$ cat config.mk
export PLATFORM = sky130hd
export DESIGN_NAME = dsp_mac_seq_ctrl
export DESIGN_NICKNAME = d
export VERILOG_FILES = /design/src/rtl/dsp_mac_pkg.sv /design/src/rtl/dsp_mac_unit.sv /design/src/rtl/dsp_mac_seq_ctrl.sv
export SDC_FILE = /design/constraint.sdc
export NUM_CORES = 1
export LEC_CHECK = 0
export CORE_UTILIZATION = 44
export CTS_BUF_LIST = sky130_fd_sc_hd__clkbuf_16
export CTS_CLUSTER_SIZE = 28
export DETAILED_ROUTE_END_ITERATION = 12
export GPL_ROUTABILITY_DRIVEN = 0
export HOLD_SLACK_MARGIN = 0.05
export PLACE_DENSITY = 0.69
export SLEW_MARGIN = 20
export SYNTH_ARGS = -nofsm -noshare
export SYNTH_HDL_FRONTEND = slang
export SYNTH_SLANG_ARGS = --single-unit
$ cat constraint.sdc
create_clock -name clk -period 5.4 [get_ports clk]
set_input_delay 0.81 -clock clk [delete_from_list [all_inputs] [get_ports clk]]
set_output_delay 0.81 -clock clk [all_outputs]
set_load 0.03 [all_outputs]
$ cat src/rtl/dsp_mac_pkg.sv
// Shared FSM state encoding and default widths for the MAC sequencer.
// P_W is A_W+B_W so a single full-width product never overflows the accumulator.
package dsp_mac_pkg;

  localparam int A_W = 20;
  localparam int B_W = 18;
  localparam int P_W = A_W + B_W;

  typedef enum logic [1:0] {
    IDLE = 2'd0,
    RUN  = 2'd1,
    DONE = 2'd2
  } state_t;

endpackage

$ cat src/rtl/dsp_mac_unit.sv
// Signed multiply feeding a registered accumulator.
// Wraps two's complement modulo 2^P_W; clr takes priority over en.
module dsp_mac_unit #(
  parameter int A_W = dsp_mac_pkg::A_W,
  parameter int B_W = dsp_mac_pkg::B_W,
  parameter int P_W = dsp_mac_pkg::P_W
) (
  input  logic                  clk,
  input  logic                  reset,
  input  logic                  clr,
  input  logic                  en,
  input  logic                  sub,
  input  logic signed [A_W-1:0] a,
  input  logic signed [B_W-1:0] b,
  output logic signed [P_W-1:0] acc
);

  logic signed [A_W+B_W-1:0] prod;
  logic signed [P_W-1:0]     prod_ext;

  assign prod     = a * b;
  assign prod_ext = P_W'(prod);

  always_ff @(posedge clk or negedge reset) begin
    if (!reset) begin
      acc <= '0;
    end else if (clr) begin
      acc <= '0;
    end else if (en) begin
      acc <= sub ? (acc - prod_ext) : (acc + prod_ext);
    end
  end

endmodule

$ cat src/rtl/dsp_mac_seq_ctrl.sv
// Job sequencer for a multiply-accumulate datapath: counts operand beats,
// then holds the result until it is consumed.
//   state | meaning
//   IDLE  | waiting for start; accumulator shows last result (0 after reset)
//   RUN   | accepting operand pairs until remaining count hits 0
//   DONE  | result valid on P, held until res_ready
module dsp_mac_seq_ctrl #(
  parameter int A_W   = dsp_mac_pkg::A_W,
  parameter int B_W   = dsp_mac_pkg::B_W,
  parameter int P_W   = dsp_mac_pkg::P_W,
  parameter int LEN_W = 6
) (
  input  logic                  clk,
  input  logic                  reset,
  input  logic                  start,
  input  logic [LEN_W-1:0]      len,
  input  logic                  subtract,
  output logic                  busy,
  input  logic                  op_valid,
  output logic                  op_ready,
  input  logic signed [A_W-1:0] A,
  input  logic signed [B_W-1:0] B,
  output logic                  res_valid,
  input  logic                  res_ready,
  output logic signed [P_W-1:0] P
);

  import dsp_mac_pkg::*;

  state_t           state, state_nxt;
  logic [LEN_W-1:0] cnt, cnt_nxt;
  logic             sub_q, sub_nxt;
  logic             clr, en;

  always_ff @(posedge clk or negedge reset) begin
    if (!reset) begin
      state <= IDLE;
      cnt   <= '0;
      sub_q <= 1'b0;
    end else begin
      state <= state_nxt;
      cnt   <= cnt_nxt;
      sub_q <= sub_nxt;
    end
  end

  always_comb begin
    state_nxt = state;
    cnt_nxt   = cnt;
    sub_nxt   = sub_q;
    clr       = 1'b0;
    en        = 1'b0;
    case (state)
      IDLE: begin
        if (start) begin
          clr       = 1'b1;
          sub_nxt   = subtract;
          cnt_nxt   = len;
          state_nxt = (len == '0) ? DONE : RUN;
        end
      end
      RUN: begin
        if (op_valid) begin
          en      = 1'b1;
          cnt_nxt = cnt - LEN_W'(1);
          if (cnt == LEN_W'(1)) state_nxt = DONE;
        end
      end
      DONE: begin
        if (res_ready) state_nxt = IDLE;
      end
      default: state_nxt = IDLE;
    endcase
  end

  assign busy      = (state == RUN) || (state == DONE);
  assign op_ready  = (state == RUN);
  assign res_valid = (state == DONE);

  dsp_mac_unit #(
    .A_W(A_W),
    .B_W(B_W),
    .P_W(P_W)
  ) u_mac (
    .clk  (clk),
    .reset(reset),
    .clr  (clr),
    .en   (en),
    .sub  (sub_q),
    .a    (A),
    .b    (B),
    .acc  (P)
  );

endmodule

======== Word-level counts from Yosys, hierarchy flattened ========
Index checks and enable logic that the tools add are counted.
operators by class
  multipliers ............................. 1
  multiplexer cells ....................... 16
  reduce and logical (&&, ||, !) cells .... 8
  add/sub/neg operators ................... 3
  equal/unequal tests ..................... 7
operators by type and width
  cell                                                                     count
  38-bit two-way mux                                                       3
  38-bit adder                                                             1
  20-bit by 18-bit multiplier with 38-bit output                           1
  38-bit subtractor                                                        1
  6-bit two-way mux                                                        2
  6-bit one-hot mux with 2 select lines                                    1
  2-bit two-way mux                                                        5
  6-bit by 1-bit == test with 1-bit output, second input constant          1
  6-bit zero test                                                          1
  2-bit one-hot mux with 3 select lines                                    1
  6-bit by 1-bit subtractor with 6-bit output, second input constant       1
  1-bit two-way mux                                                        4
  2-bit by 1-bit inequality test with 1-bit output, second input constant  2
  2-bit inequality test, second input constant                             2
  4-bit AND reduction                                                      1
  2-bit nonzero test                                                       2
  3-bit AND reduction                                                      1
  2-bit by 1-bit == test with 1-bit output, second input constant          1
  2-bit == test, second input constant                                     1
  2-bit zero test                                                          1
  2-bit AND reduction                                                      1
  1-bit logical OR                                                         1
word-level totals
  register bits ........................... 47

======== Logic depth before layout (Yosys ltp) ========
Gate-level depths: netlist of the first run.
  word-level depth ........................ 5
  depth in mapped cells ................... 39
  depth with buffers taken out ............ 37

======== Modules after synthesis ========
A second synthesis of the first run with hierarchy kept.
unflattened totals
  cell total of the unflattened synthesis .. 2,076
  area, all modules ....................... 18,345.1 um^2
modules (own cells, without submodules)
  module            cells each  area an instance (um^2)  times used  seq. area each (um^2)
  dsp_mac_unit      2,004       17,685.7                 1           950.9
  dsp_mac_seq_ctrl  72          659.4                    1           225.2

======== Least setup slack after synthesis of the first run ========
No wires, ideal clock.
  path type ............................... input -> register
  start ................................... input port B[0]
  end ..................................... register u_mac.acc[37]
  path buffers ............................ 3
  arrival ................................. 9.461 ns
  stages on the path ...................... 38
  data required time ...................... 5.324 ns
  path slack .............................. -4.137 ns
  cells stage by stage .................... clkbuf_1 clkbuf_1 nand2_1 fa_1 inv_1 fa_1 inv_1 fa_1 fa_1 inv_1 fa_1 inv_1 fa_1 inv_1 ha_1 a21oi_1 o21ai_0 nor2_1 [... 2 more ...] or4b_4 nor4_2 and3b_1 buf_6 nor2_1 xnor2_1 ha_1 a21oi_1 o21ai_0 a21o_1 a21o_1 a41o_1 and3_1 o41a_1 a211o_1 a21oi_1 xnor3_1 o21ai_1
between the ends
  cells in the longest elaborated chain, start to end .. 5
RTL lines
  what                                                      RTL line                text
  start: declaration                                        dsp_mac_seq_ctrl.sv:22  input logic signed [B_W-1:0] B,
  20-bit by 18-bit multiplier with 38-bit output *          dsp_mac_unit.sv:21      assign prod = a * b;
  38-bit adder / 38-bit subtractor (equally long branches)  dsp_mac_unit.sv:30      acc <= sub ? (acc - prod_ext) : (acc + prod_ext);
  38-bit two-way mux *                                      dsp_mac_unit.sv:30
  38-bit two-way mux *                                      dsp_mac_unit.sv:29      end else if (en) begin
  38-bit two-way mux *                                      dsp_mac_unit.sv:27      end else if (clr) begin
  end signal: assignment                                    dsp_mac_unit.sv:30
  end: declaration                                          dsp_mac_unit.sv:15      output logic signed [P_W-1:0] acc
Every way passes the cells marked *; elsewhere a longest branch is shown, timed or not. The select of a mux whose other input is x is not followed.
A chain may end at the register's enable or synchronous reset.

======== Worst setup path in the final report of the first run ========
  start ................................... input port A[11]
  end ..................................... register u_mac.acc[37]
between the ends
  cells in the longest elaborated chain, start to end .. 5
RTL lines
  what                                                      RTL line                text
  start: declaration                                        dsp_mac_seq_ctrl.sv:21  input logic signed [A_W-1:0] A,
  20-bit by 18-bit multiplier with 38-bit output *          dsp_mac_unit.sv:21
  38-bit adder / 38-bit subtractor (equally long branches)  dsp_mac_unit.sv:30
  38-bit two-way mux *                                      dsp_mac_unit.sv:30
  38-bit two-way mux *                                      dsp_mac_unit.sv:29
  38-bit two-way mux *                                      dsp_mac_unit.sv:27
Marks and branches as above.

==> results of run 1 <==
cells by family (layout without fill, tap and decap cells):
group / Yosys count / after routing / share of synthesized area [%]
buffers and inverters: 522 / 1032 / 10.9
AND/OR/NAND/NOR: 631 / 631 / 17.0
flip-flops: 47 / 47 / 6.44
adder cells (fa/ha/maj): 502 / 502 / 49.3
AO/OA/AOI/OAI: 322 / 322 / 11.3
XOR/XNOR: 97 / 97 / 4.73
multiplexers: 5 / 5 / 0.308
synth_stat cells, types with 6 or more instances:
cell and n:
and2_1 182, a31oi_1 15, inv_1 439, o21ai_0 82
nor2b_1 6, nand3_1 21, a211oi_1 22, xor2_1 37
fa_1 362, a21o_1 31, o21a_1 10, o211ai_1 10
xnor2_1 59, nor3_1 23, dfrtp_1 47, clkbuf_1 76
o21bai_1 10, nand2b_1 14, ha_1 140, a21oi_1 82
a211o_1 6, o31ai_1 6, nor2_1 78, nand2_1 260
nand4_1 10, and3_1 9
final cells by class:
| cell class | count | share of cell area, % |
|---|---|---|
| clock buffer | 5 | 0.500 |
| multi-input combinational | 1557 | 64.9 |
| sequential | 47 | 4.70 |
| inverter | 439 | 6.61 |
| timing repair buffer | 584 | 20.3 |
| clock inverter | 3 | 0.270 |
| tap | 532 | 2.66 |
| timing repair inverter | 1 | 0.0200 |
per-layer routing:
metal	wire, um	track usage [%]	up-vias	share of wire (%)
li1	-	-	7603	-
met2	26600	44.4	582	49
met1	22700	35.1	8336	42
met3	3240	3.37	132	6.0
met5	13	0	-	0.024
met4	1780	7.46	2	3.3
worst max-delay path: cells and delay by family:
family	cells	cell delay (ns)
buffers and inverters	7	0.52
adders and majority gates	8	3.37
AOI/OAI and AO/OA	10	1.94
and+or+nand+nor	8	1.83
muxes	1	0.36
xor gates and xnor gates	2	0.35
how the worst min path moves through the flow:
stage	startpoint	to	slack [ns]	cells past startpoint
detailed placement	u_mac.acc[0]	u_mac.acc[0]	0.51	2
floorplan	state[1]	state[1]	0.47	2
global route	u_mac.acc[7]	u_mac.acc[7]	0.54	2
CTS	u_mac.acc[0]	u_mac.acc[0]	0.53	2
global placement	state[1]	state[1]	0.50	2
finish	u_mac.acc[7]	u_mac.acc[7]	0.53	2
registers in the layout, summed over array words and instances (netlist names):
signal,cells
cnt,6
state,2
u_mac.acc,38
sub_q,1
metrics by stage:
step	setup TNS, ns	util [%]	cells
finish	-79.03	61.1	3168
global placement	-91.20	56.1	3049
detailed placement	-93.63	56.1	3049
floorplan	-60.15	-	2126
CTS	-73.97	59.6	3135
global route	-87.80	61.1	3168
what timing repair did:
item / CTS / global route
pin swaps: 119 / 113
endpoints found under the setup margin: 32 / 31
cloned: 5 / 2
hold buffers: 0 / 0
buffers inserted: 76 / 35
gates resized for setup: 236 / 123
==> flow_summary.json, run 1 <==
{
  "ios": 91,
  "synthArstFlopShare_pct": 100,
  "cts_tree": "done",
  "place_ws_ns": -4.36,
  "synth-seq-cells": 47,
  "synth_top_cell_area_share_pct": 39.7,
  "wl_per_cell_um": 17.1,
  "synth_nets": 2678,
  "yosys.area.top_type": "fa_1",
  "maxSlewHeadroom_pct": 49.2,
  "drt_iter0_drc": 1187,
  "grt_start_max_net_pins": 48,
  "crit_required_ns": 5.63,
  "firstDrtPassIters": 5,
  "reg2reg_from": "sub_q",
  "port_buffers": 90,
  "root_buffer": "clkbuf_16",
  "max_freq_mhz": 111,
  "core_um2": 40900,
  "synth_edf_count": 0,
  "num_antenna_cells": 0,
  "rows": 74,
  "finalInstanceArea_um2": 25000,
  "end_kind": "register",
  "track_usage_pct": 26.2,
  "synth_seq_area_share_pct": 6.44,
  "clkTransAtPathRegs_ns": 0.07,
  "vias": 16655,
  "rr_worst_depth": 15,
  "path_max_fanout": 6,
  "h-tree-depth": 2,
  "numCtsBuffers": 5,
  "fin_nets": 3187,
  "slowest_stage": "fa_2",
  "multi_input_area_um2": 16200,
  "via_per_inst": 5.26,
  "hp-class": "reg -> reg",
  "rsz0062_at_grt": "true",
  "worstSetupPathType": "in -> reg",
  "ys_warn_count": 0,
  "area_delta_synth_final_pct": 37.0,
  "clk_path_buf_depth": 2,
  "layout_commonest_cell": "buf_4",
  "nFillCells": 3299,
  "endpoint": "u_mac.acc[37]",
  "antenna_found_initial": 1,
  "overflow": 0,
  "post-route-drc-count": 0,
  "initial_core_util_pct": 44.6,
  "die_h_um": 206,
  "synth_ff_type": "dfrtp_1",
  "synth_cell_types": 76,
  "holdWs_ns": 0.532,
  "grt_pass1_vias": 17777,
  "cap_violations": 0,
  "setup_viol": 31,
  "place_area_um2": 22900,
  "syn_inst": 2126,
  "tightestPinTransition_ns": 0.761,
  "max_stage_delay_ns": 0.59,
  "cp_data_arrival_time_ns": 9.21,
  "status": "finished, violations left",
  "ant_nets": 0,
  "regArea_um2": 1180,
  "clk_latency_ns": 0.30,
  "cp-startpoint": "A[11]",
  "grt_pass1_wl_mm": 88.6,
  "chipWidth_um": 206,
  "period_share_pct": 166,
  "drive_above_1_share_pct": 29.1,
  "syn_area_per_cell_um2": 8.59,
  "cts.sinks": 47,
  "hold_viol": 0,
  "die-area_um2": 42300,
  "regToRegSetupSlack_ns": 1.20,
  "syn-cell-area_um2": 18300,
  "fin_worst_skew_ns": 0.00847,
  "most-common-layout-cells": "buf_4, inv_1, fa_1, nand2_1, and2_1",
  "violations": "setup timing",
  "finalCriticalPeriod_ns": 8.99,
  "r2r-end": "u_mac.acc[37]",
  "worst_slack_ns": -3.59,
  "drt_wl_total_mm": 54.2,
  "netlist_top_cells_area": "fa_1, ha_1, inv_1",
  "crit_path_start_kind": "input port",
  "hpwl_mm": 41.4,
  "slew_viol_final": 0
}
Power of run 1 is left out: the tool's default activity adds up to more than one toggle a clock period on the data nets, which glitch-free logic cannot reach.
==> run 2: changes to the inputs <==
Settings changed: CTS_CLUSTER_SIZE 28 to not set.
==> results of run 2 <==
Final layout, timing and power as in run 1 (identical DEF).
Power of run 2 is left out for the same reason.
==> run 3: changes to the inputs <==
Settings changed: TNS_END_PERCENT set to 100.
==> results of run 3 <==
Final layout, timing and power as in run 1 (identical DEF).
Power of run 3 is left out for the same reason.
